`src/rtl/result_writeback_buffer.sv`:
```
// result_writeback_buffer
// Collects up to N result row vectors from the processor array, then writes
// them to memory P elements per beat at base + row*stride + chunk*P.
// Emits a one-cycle done pulse after the final beat of the tile.
//
// Ports:
//   clk, reset             clock, synchronous active-high reset
//   instruction_*          controller command (address, stride, rows); ready only in IDLE
//   result_*               processor result vectors (valid/ready, data, last)
//   memory_write_*         write beats (valid/ready, address, data)
//   done                   one-cycle tile completion pulse
//   protocol_error         sticky flag for result_last misalignment
module result_writeback_buffer #(
  parameter int unsigned DATA_WIDTH                   = 32,
  parameter int unsigned N                            = 4,
  parameter int unsigned PARALLEL_DATA_STREAMING_SIZE = 2,
  parameter int unsigned MEMORY_ADDRESS_BITS          = 64,
  parameter int unsigned ROW_BITS                     = $clog2(N + 1)
) (
  input  logic                                               clk,
  input  logic                                               reset,
  input  logic                                               instruction_valid,
  output logic                                               instruction_ready,
  input  logic [MEMORY_ADDRESS_BITS-1:0]                     address_input,
  input  logic [MEMORY_ADDRESS_BITS-1:0]                     stride_input,
  input  logic [ROW_BITS-1:0]                                rows_input,
  input  logic                                               result_valid,
  output logic                                               result_ready,
  input  logic [DATA_WIDTH*N-1:0]                            result_data,
  input  logic                                               result_last,
  output logic                                               memory_write_valid,
  input  logic                                               memory_write_ready,
  output logic [MEMORY_ADDRESS_BITS-1:0]                     memory_address,
  output logic [DATA_WIDTH*PARALLEL_DATA_STREAMING_SIZE-1:0] memory_write_data,
  output logic                                               done,
  output logic                                               protocol_error
);

  localparam int unsigned P          = PARALLEL_DATA_STREAMING_SIZE;
  localparam int unsigned CHUNKS     = N / P;
  localparam int unsigned CHUNK_BITS = (CHUNKS > 1) ? $clog2(CHUNKS) : 1;
  localparam int unsigned IDX_BITS   = (N > 1) ? $clog2(N) : 1;
  localparam int unsigned ROW_W      = DATA_WIDTH * N;
  localparam int unsigned BEAT_W     = DATA_WIDTH * P;
  localparam int unsigned AW         = MEMORY_ADDRESS_BITS;

  typedef enum logic [1:0] {
    S_IDLE  = 2'd0,
    S_RECV  = 2'd1,
    S_WRITE = 2'd2,
    S_DONE  = 2'd3
  } state_t;

  state_t                r_state;
  state_t                w_state_nxt;

  logic [ROW_BITS-1:0]   r_row_cnt;
  logic [ROW_BITS-1:0]   w_row_cnt_nxt;
  logic [CHUNK_BITS-1:0] r_chunk_cnt;
  logic [CHUNK_BITS-1:0] w_chunk_cnt_nxt;
  logic [AW-1:0]         r_row_addr;
  logic [AW-1:0]         w_row_addr_nxt;
  logic [AW-1:0]         r_stride;
  logic [ROW_BITS-1:0]   r_rows;
  logic [ROW_W-1:0]      r_buf [N];

  logic                  r_instruction_ready;
  logic                  r_result_ready;
  logic                  r_mem_valid;
  logic [AW-1:0]         r_mem_addr;
  logic [BEAT_W-1:0]     r_mem_data;
  logic                  r_done;
  logic                  r_protocol_error;

  logic                  w_instr_hs;
  logic                  w_res_hs;
  logic                  w_last_row;
  logic                  w_last_chunk;
  logic                  w_load_beat;
  logic                  w_beat_from_input;
  logic [ROW_W-1:0]      w_src_row;
  logic [BEAT_W-1:0]     w_beat_data;
  logic [AW-1:0]         w_beat_addr;

  // Handshakes are qualified by state; the ready outputs are decodes of it.
  assign w_instr_hs   = (r_state == S_IDLE) && instruction_valid;
  assign w_res_hs     = (r_state == S_RECV) && result_valid;
  assign w_last_row   = (r_row_cnt == (r_rows - ROW_BITS'(1)));
  assign w_last_chunk = (r_chunk_cnt == CHUNK_BITS'(CHUNKS - 1));

  // Next-state, counter and beat-load decisions.
  always_comb begin
    w_state_nxt       = r_state;
    w_row_cnt_nxt     = r_row_cnt;
    w_chunk_cnt_nxt   = r_chunk_cnt;
    w_row_addr_nxt    = r_row_addr;
    w_load_beat       = 1'b0;
    w_beat_from_input = 1'b0;
    case (r_state)
      S_IDLE: begin
        if (instruction_valid) begin
          w_state_nxt     = (rows_input != '0) ? S_RECV : S_DONE;
          w_row_cnt_nxt   = '0;
          w_chunk_cnt_nxt = '0;
          w_row_addr_nxt  = address_input;
        end
      end
      S_RECV: begin
        if (result_valid) begin
          if (w_last_row) begin
            w_state_nxt       = S_WRITE;
            w_row_cnt_nxt     = '0;
            w_chunk_cnt_nxt   = '0;
            w_load_beat       = 1'b1;
            // With a single row, row 0 is still on the input this cycle.
            w_beat_from_input = (r_row_cnt == '0);
          end else begin
            w_row_cnt_nxt = r_row_cnt + ROW_BITS'(1);
          end
        end
      end
      S_WRITE: begin
        if (memory_write_ready) begin
          if (w_last_chunk) begin
            w_chunk_cnt_nxt = '0;
            w_row_cnt_nxt   = r_row_cnt + ROW_BITS'(1);
            w_row_addr_nxt  = r_row_addr + r_stride;
            if (w_last_row) begin
              w_state_nxt = S_DONE;
            end else begin
              w_load_beat = 1'b1;
            end
          end else begin
            w_chunk_cnt_nxt = r_chunk_cnt + CHUNK_BITS'(1);
            w_load_beat     = 1'b1;
          end
        end
      end
      S_DONE: begin
        w_state_nxt = S_IDLE;
      end
      default: begin
        w_state_nxt = S_IDLE;
      end
    endcase
  end

  // Beat that becomes visible once the next state settles.
  assign w_src_row   = w_beat_from_input ? result_data : r_buf[IDX_BITS'(w_row_cnt_nxt)];
  assign w_beat_data = w_src_row[int'(w_chunk_cnt_nxt) * BEAT_W +: BEAT_W];
  assign w_beat_addr = w_row_addr_nxt + AW'(w_chunk_cnt_nxt) * AW'(P);

  // State register plus registered control outputs decoded from next state.
  always_ff @(posedge clk) begin
    if (reset) begin
      r_state             <= S_IDLE;
      r_row_cnt           <= '0;
      r_chunk_cnt         <= '0;
      r_instruction_ready <= 1'b1;
      r_result_ready      <= 1'b0;
      r_mem_valid         <= 1'b0;
      r_done              <= 1'b0;
      r_protocol_error    <= 1'b0;
    end else begin
      r_state             <= w_state_nxt;
      r_row_cnt           <= w_row_cnt_nxt;
      r_chunk_cnt         <= w_chunk_cnt_nxt;
      r_instruction_ready <= (w_state_nxt == S_IDLE);
      r_result_ready      <= (w_state_nxt == S_RECV);
      r_mem_valid         <= (w_state_nxt == S_WRITE);
      r_done              <= (w_state_nxt == S_DONE);
      if (w_instr_hs) begin
        r_protocol_error <= 1'b0;
      end else if (w_res_hs && (result_last != w_last_row)) begin
        r_protocol_error <= 1'b1;
      end
    end
  end

  // Datapath registers; contents need no reset.
  always_ff @(posedge clk) begin
    r_row_addr <= w_row_addr_nxt;
    if (w_instr_hs) begin
      r_stride <= stride_input;
      r_rows   <= rows_input;
    end
    if (w_res_hs) begin
      r_buf[IDX_BITS'(r_row_cnt)] <= result_data;
    end
    if (w_load_beat) begin
      r_mem_addr <= w_beat_addr;
      r_mem_data <= w_beat_data;
    end
  end

  assign instruction_ready  = r_instruction_ready;
  assign result_ready       = r_result_ready;
  assign memory_write_valid = r_mem_valid;
  assign memory_address     = r_mem_addr;
  assign memory_write_data  = r_mem_data;
  assign done               = r_done;
  assign protocol_error     = r_protocol_error;

endmodule

```
`config.mk`:
```
export PLATFORM = sky130hd
export DESIGN_NAME = result_writeback_buffer
export DESIGN_NICKNAME = d
export VERILOG_FILES = /design/src/rtl/result_writeback_buffer.sv
export SDC_FILE = /design/constraint.sdc
export NUM_CORES = 1
export LEC_CHECK = 0
export CAP_MARGIN = 0
export CORE_ASPECT_RATIO = 0.6
export CORE_MARGIN = 1.5
export CORE_UTILIZATION = 51
export DETAILED_ROUTE_END_ITERATION = 10
export GPL_ROUTABILITY_DRIVEN = 0
export MAX_ROUTING_LAYER = met4
export PLACE_DENSITY = 0.72
export SKIP_CTS_REPAIR_TIMING = 1
export SYNTH_ARGS = -nofsm -noshare
export SYNTH_HDL_FRONTEND = slang
export SYNTH_SLANG_ARGS = --single-unit
```
`constraint.sdc`:
```
create_clock -name clk -period 8.8 [get_ports clk]
set_input_delay 1.32 -clock clk [delete_from_list [all_inputs] [get_ports clk]]
set_output_delay 1.32 -clock clk [all_outputs]
set_load 0.02 [all_outputs]
```
==> summary.txt <==
#FFs+latches synth -> 782
Worst Path Buf+Inv -> 1
CTS tree -> built
CP Data Required Time -> 9.18 ns
Tot Pwr -> 9.96 mW
Final Cycle Share -> 74.3%
Cell variety after synth -> 99
Total Nets Final -> 3536
area of the multi-input gates -> 12800 um^2
mux cell area share after synthesis -> 2.47%
XOR/XNOR share of the synthesized area -> 2.17%
# IOs -> 398
skew final -> 0.0284 ns
H-tree depth -> 3
Layout Utilization -> 62.1%
wire per inst -> 25.0 um
Max FO, Critical Path -> 23
Clock Sinks -> 782
Arr. time, crit path -> 6.92 ns
synth-to-layout area growth -> 19.9%
Synth Area in Compound Gates -> 17.1%
min-delay worst type -> reg2reg
worst path cell trace -> clkdlybuf4s50_1 -> nand2b_1 -> o21ai_4 -> a222oi_1 -> nor4_2 -> nand3_1 -> and4bb_2 -> nor4b_2 -> nand4_1 -> nor4_2 -> nand3_1 -> xnor2_1
Starting Density -> 51.8%
endpoints failing hold -> 0
Max Cap Violations -> 0
Remaining DRCs -> 0
ranking of synthesized cells by area -> edfxtp_1 (58%), a211oi_1 (5.5%), dfxtp_1 (4.1%)
Fill cells -> 5291
Die Y -> 210 um
largest net degree at the start of global routing -> 193
DPL Wire Length -> 70000 um
# setup viols final -> 0
Leak -> 14.8 nW
port buffer count -> 397
Post-synth ARST share -> 0%
outcome -> completed
Worst slew margin -> 17.9%
drt total wl -> 105000 um
post-synthesis net count -> 3230
Top FF cell, synth -> edfxtp_1
dpl cells -> 4044
TritonCTS Buffers -> 74
DR iter-0 viols -> 3242
Finished Layout Cells -> 4192
FF/Latch Area -> 22700 um^2
maximum clock frequency -> 153 MHz
EDFF count, synth -> 707
root buffer cell -> clkbuf_16
largest family of logic cells by synthesized area -> compound AO/OA/AOI/OAI gates
vias in the first global route -> 25100
Synth Warn # -> 0
die extent in x -> 348 um
CP delay by family, top -> simple AND/OR/NAND/NOR gates
Core Footprint -> 70200 um^2
Fin Hold WS -> 0.557 ns
grt ovf -> 0
Worst Tran Pin Value -> 1.23 ns
Synth area leader -> edfxtp_1
Syn Inst Count -> 2890
Pre-Repair DR Iteration Count -> 9
max incr delay on CP -> 0.85 ns
initial antenna violation count -> 11
Synth top area share -> 58.4%
Crit. End Element -> flop
Final Max Slew Viols -> 0
proportion of layout cells with a drive suffix above 1 -> 6.69%
die area -> 73000 um^2
Max Root-Sink Buffers -> 3
setup TNS -> 0 ns
Post-Synth Simple-Gate Area -> 10.6%
post-DR vias/cell -> 6.39
post-route ant nets -> 0
clk slew on worst S/H paths -> 0.07 ns
slowest cell on the critical path -> clkdlybuf4s50_1
sequential element share of the synthesized area -> 62.5%
worst-skew pair later-pin latency -> 0.65 ns
GR Util All Layers -> 28.8%
via count -> 26800
Cell Area, Synth -> 36400 um^2
post-route minimum period -> 6.54 ns
Synth Area in Adders -> 2.60%
FP Rows -> 75
global-route wire length before repair -> 155000 um
power per cell area -> 228 nW/um^2
RSZ-0062 raised after global routing -> no
Worst VDD drop -> 0.000156 V
critical path class -> in2reg
Mean Syn Cell Area -> 12.6 um^2
Worst setup SP type -> input port
## registers in the layout, summed over array words and instances, names as in the netlist, 2 cells and up
signal,flops
memory_write_data,64
r_row_cnt,3
r_buf,512
r_row_addr,64
r_state,2
r_rows,3
memory_address,64
r_stride,64
## worst paths after layout
| path | slack, ns | start | cells after the start | endpoint |
|---|---|---|---|---|
| hold / removal | 0.56 | r_row_cnt[2]$_SDFFE_PP0P_ | 2 | r_row_cnt[2]$_SDFFE_PP0P_ |
| setup / recovery | 2.26 | instruction_valid | 12 | memory_address[60]$_DFFE_PP_ |
| hold reg to reg | 0.56 | r_row_cnt[2]$_SDFFE_PP0P_ | 2 | r_row_cnt[2]$_SDFFE_PP0P_ |
| setup reg to reg | 2.50 | r_state[0]$_SDFF_PP0_ | 15 | memory_address[60]$_DFFE_PP_ |
## metal layers
layer  global-route usage (%)  vias to the layer above  routed length, um
li1                         -                    11900                  -
met1                     40.8                    13200              44900
met2                     40.3                     1455              45400
met3                     8.77                      203              12100
met4                     7.41                        0               2470
met5                        -                        -                  0
## stage by stage
stage | instance area (um^2) | setup WS (ns)
detailed placement | 41100 | 2.06
finish | 43600 | 2.26
CTS | 43600 | 2.74
floorplan | 36400 | 1.70
global route | 43600 | 2.16
global placement | 41100 | 2.29
## worst register-to-register path: stages, from the launching register on
cell      delay [ns]
dfxtp_1         0.44
inv_1           0.10
ha_1            0.49
and3_2          0.35
buf_4           0.35
nor2_4          0.43
a22oi_1         0.16
o21a_1          0.18
nor4_2          0.54
nand3_1         0.21
and4bb_2        0.40
nor4b_2         0.76
nand4_1         0.56
nor4_2          0.70
nand3_1         0.19
xnor2_1         0.17
## cells in the final DEF, fill, tap and decap left out, drive strengths merged, types with 23 or more instances in the layout
cell type and count:
xnor2 67, a311oi 68, nor2 94, clkdlybuf4s50 397, mux2i 83, o21a 29
nand4 52, a22oi 28, a211oi 268, dfxtp 75, ha 74, a21oi 237
inv 45, a21o 25, xor2 23, o21ai 75, nor3 41, edfxtp 707
buf 29, clkinv 32, and2 145, nand2 248, nand3 37, clkbuf 91
## layout make-up
cell class,instances,share of cell area [%]
antenna,10,0.0574
clock buffer,91,4.49
multi-input combinational,1868,29.3
tap,924,2.65
clock inverter,47,1.23
inverter,44,0.379
timing repair buffer,426,9.73
sequential,782,52.2
## report_power, final
part	switching [mW]	leakage [nW]	total, mW	internal, mW
logic	1.48	6.56	2.30	0.823
clock network	1.45	1.20	3.30	1.84
registers	0.0987	7.05	4.35	4.26
total	3.03	14.8	9.96	6.92
## logic make-up after synthesis
group                    Yosys count
AO/OA/AOI/OAI                    881
flip-flops                       782
AND/OR/NAND/NOR                  733
buffers and inverters            240
XOR/XNOR                          90
multiplexers                      89
adder cells (fa/ha/maj)           75
## synth_stat cells (7+ instances only)
library cell / n
and3_1: 22
o21ai_1: 18
and2_1: 145
ha_1: 74
or3_1: 16
nor2b_1: 13
buf_1: 20
a222oi_1: 12
a21oi_1: 234
o21a_1: 28
nand4_1: 50
nand3_1: 37
a22oi_1: 28
mux2i_1: 83
nor3_1: 37
xnor2_1: 67
buf_2: 34
inv_1: 43
o21ai_0: 55
a21o_1: 25
a211oi_1: 264
a22o_1: 15
xor2_1: 23
clkbuf_1: 141
a311oi_1: 68
o21bai_1: 10
a211o_1: 9
a31oi_1: 13
nor2_1: 93
nand2_1: 248
o211ai_1: 15
nand2b_1: 10
edfxtp_1: 707
nor4_1: 11
a21boi_0: 7
dfxtp_1: 75
Note: power is estimated with default switching activity, not from simulation.
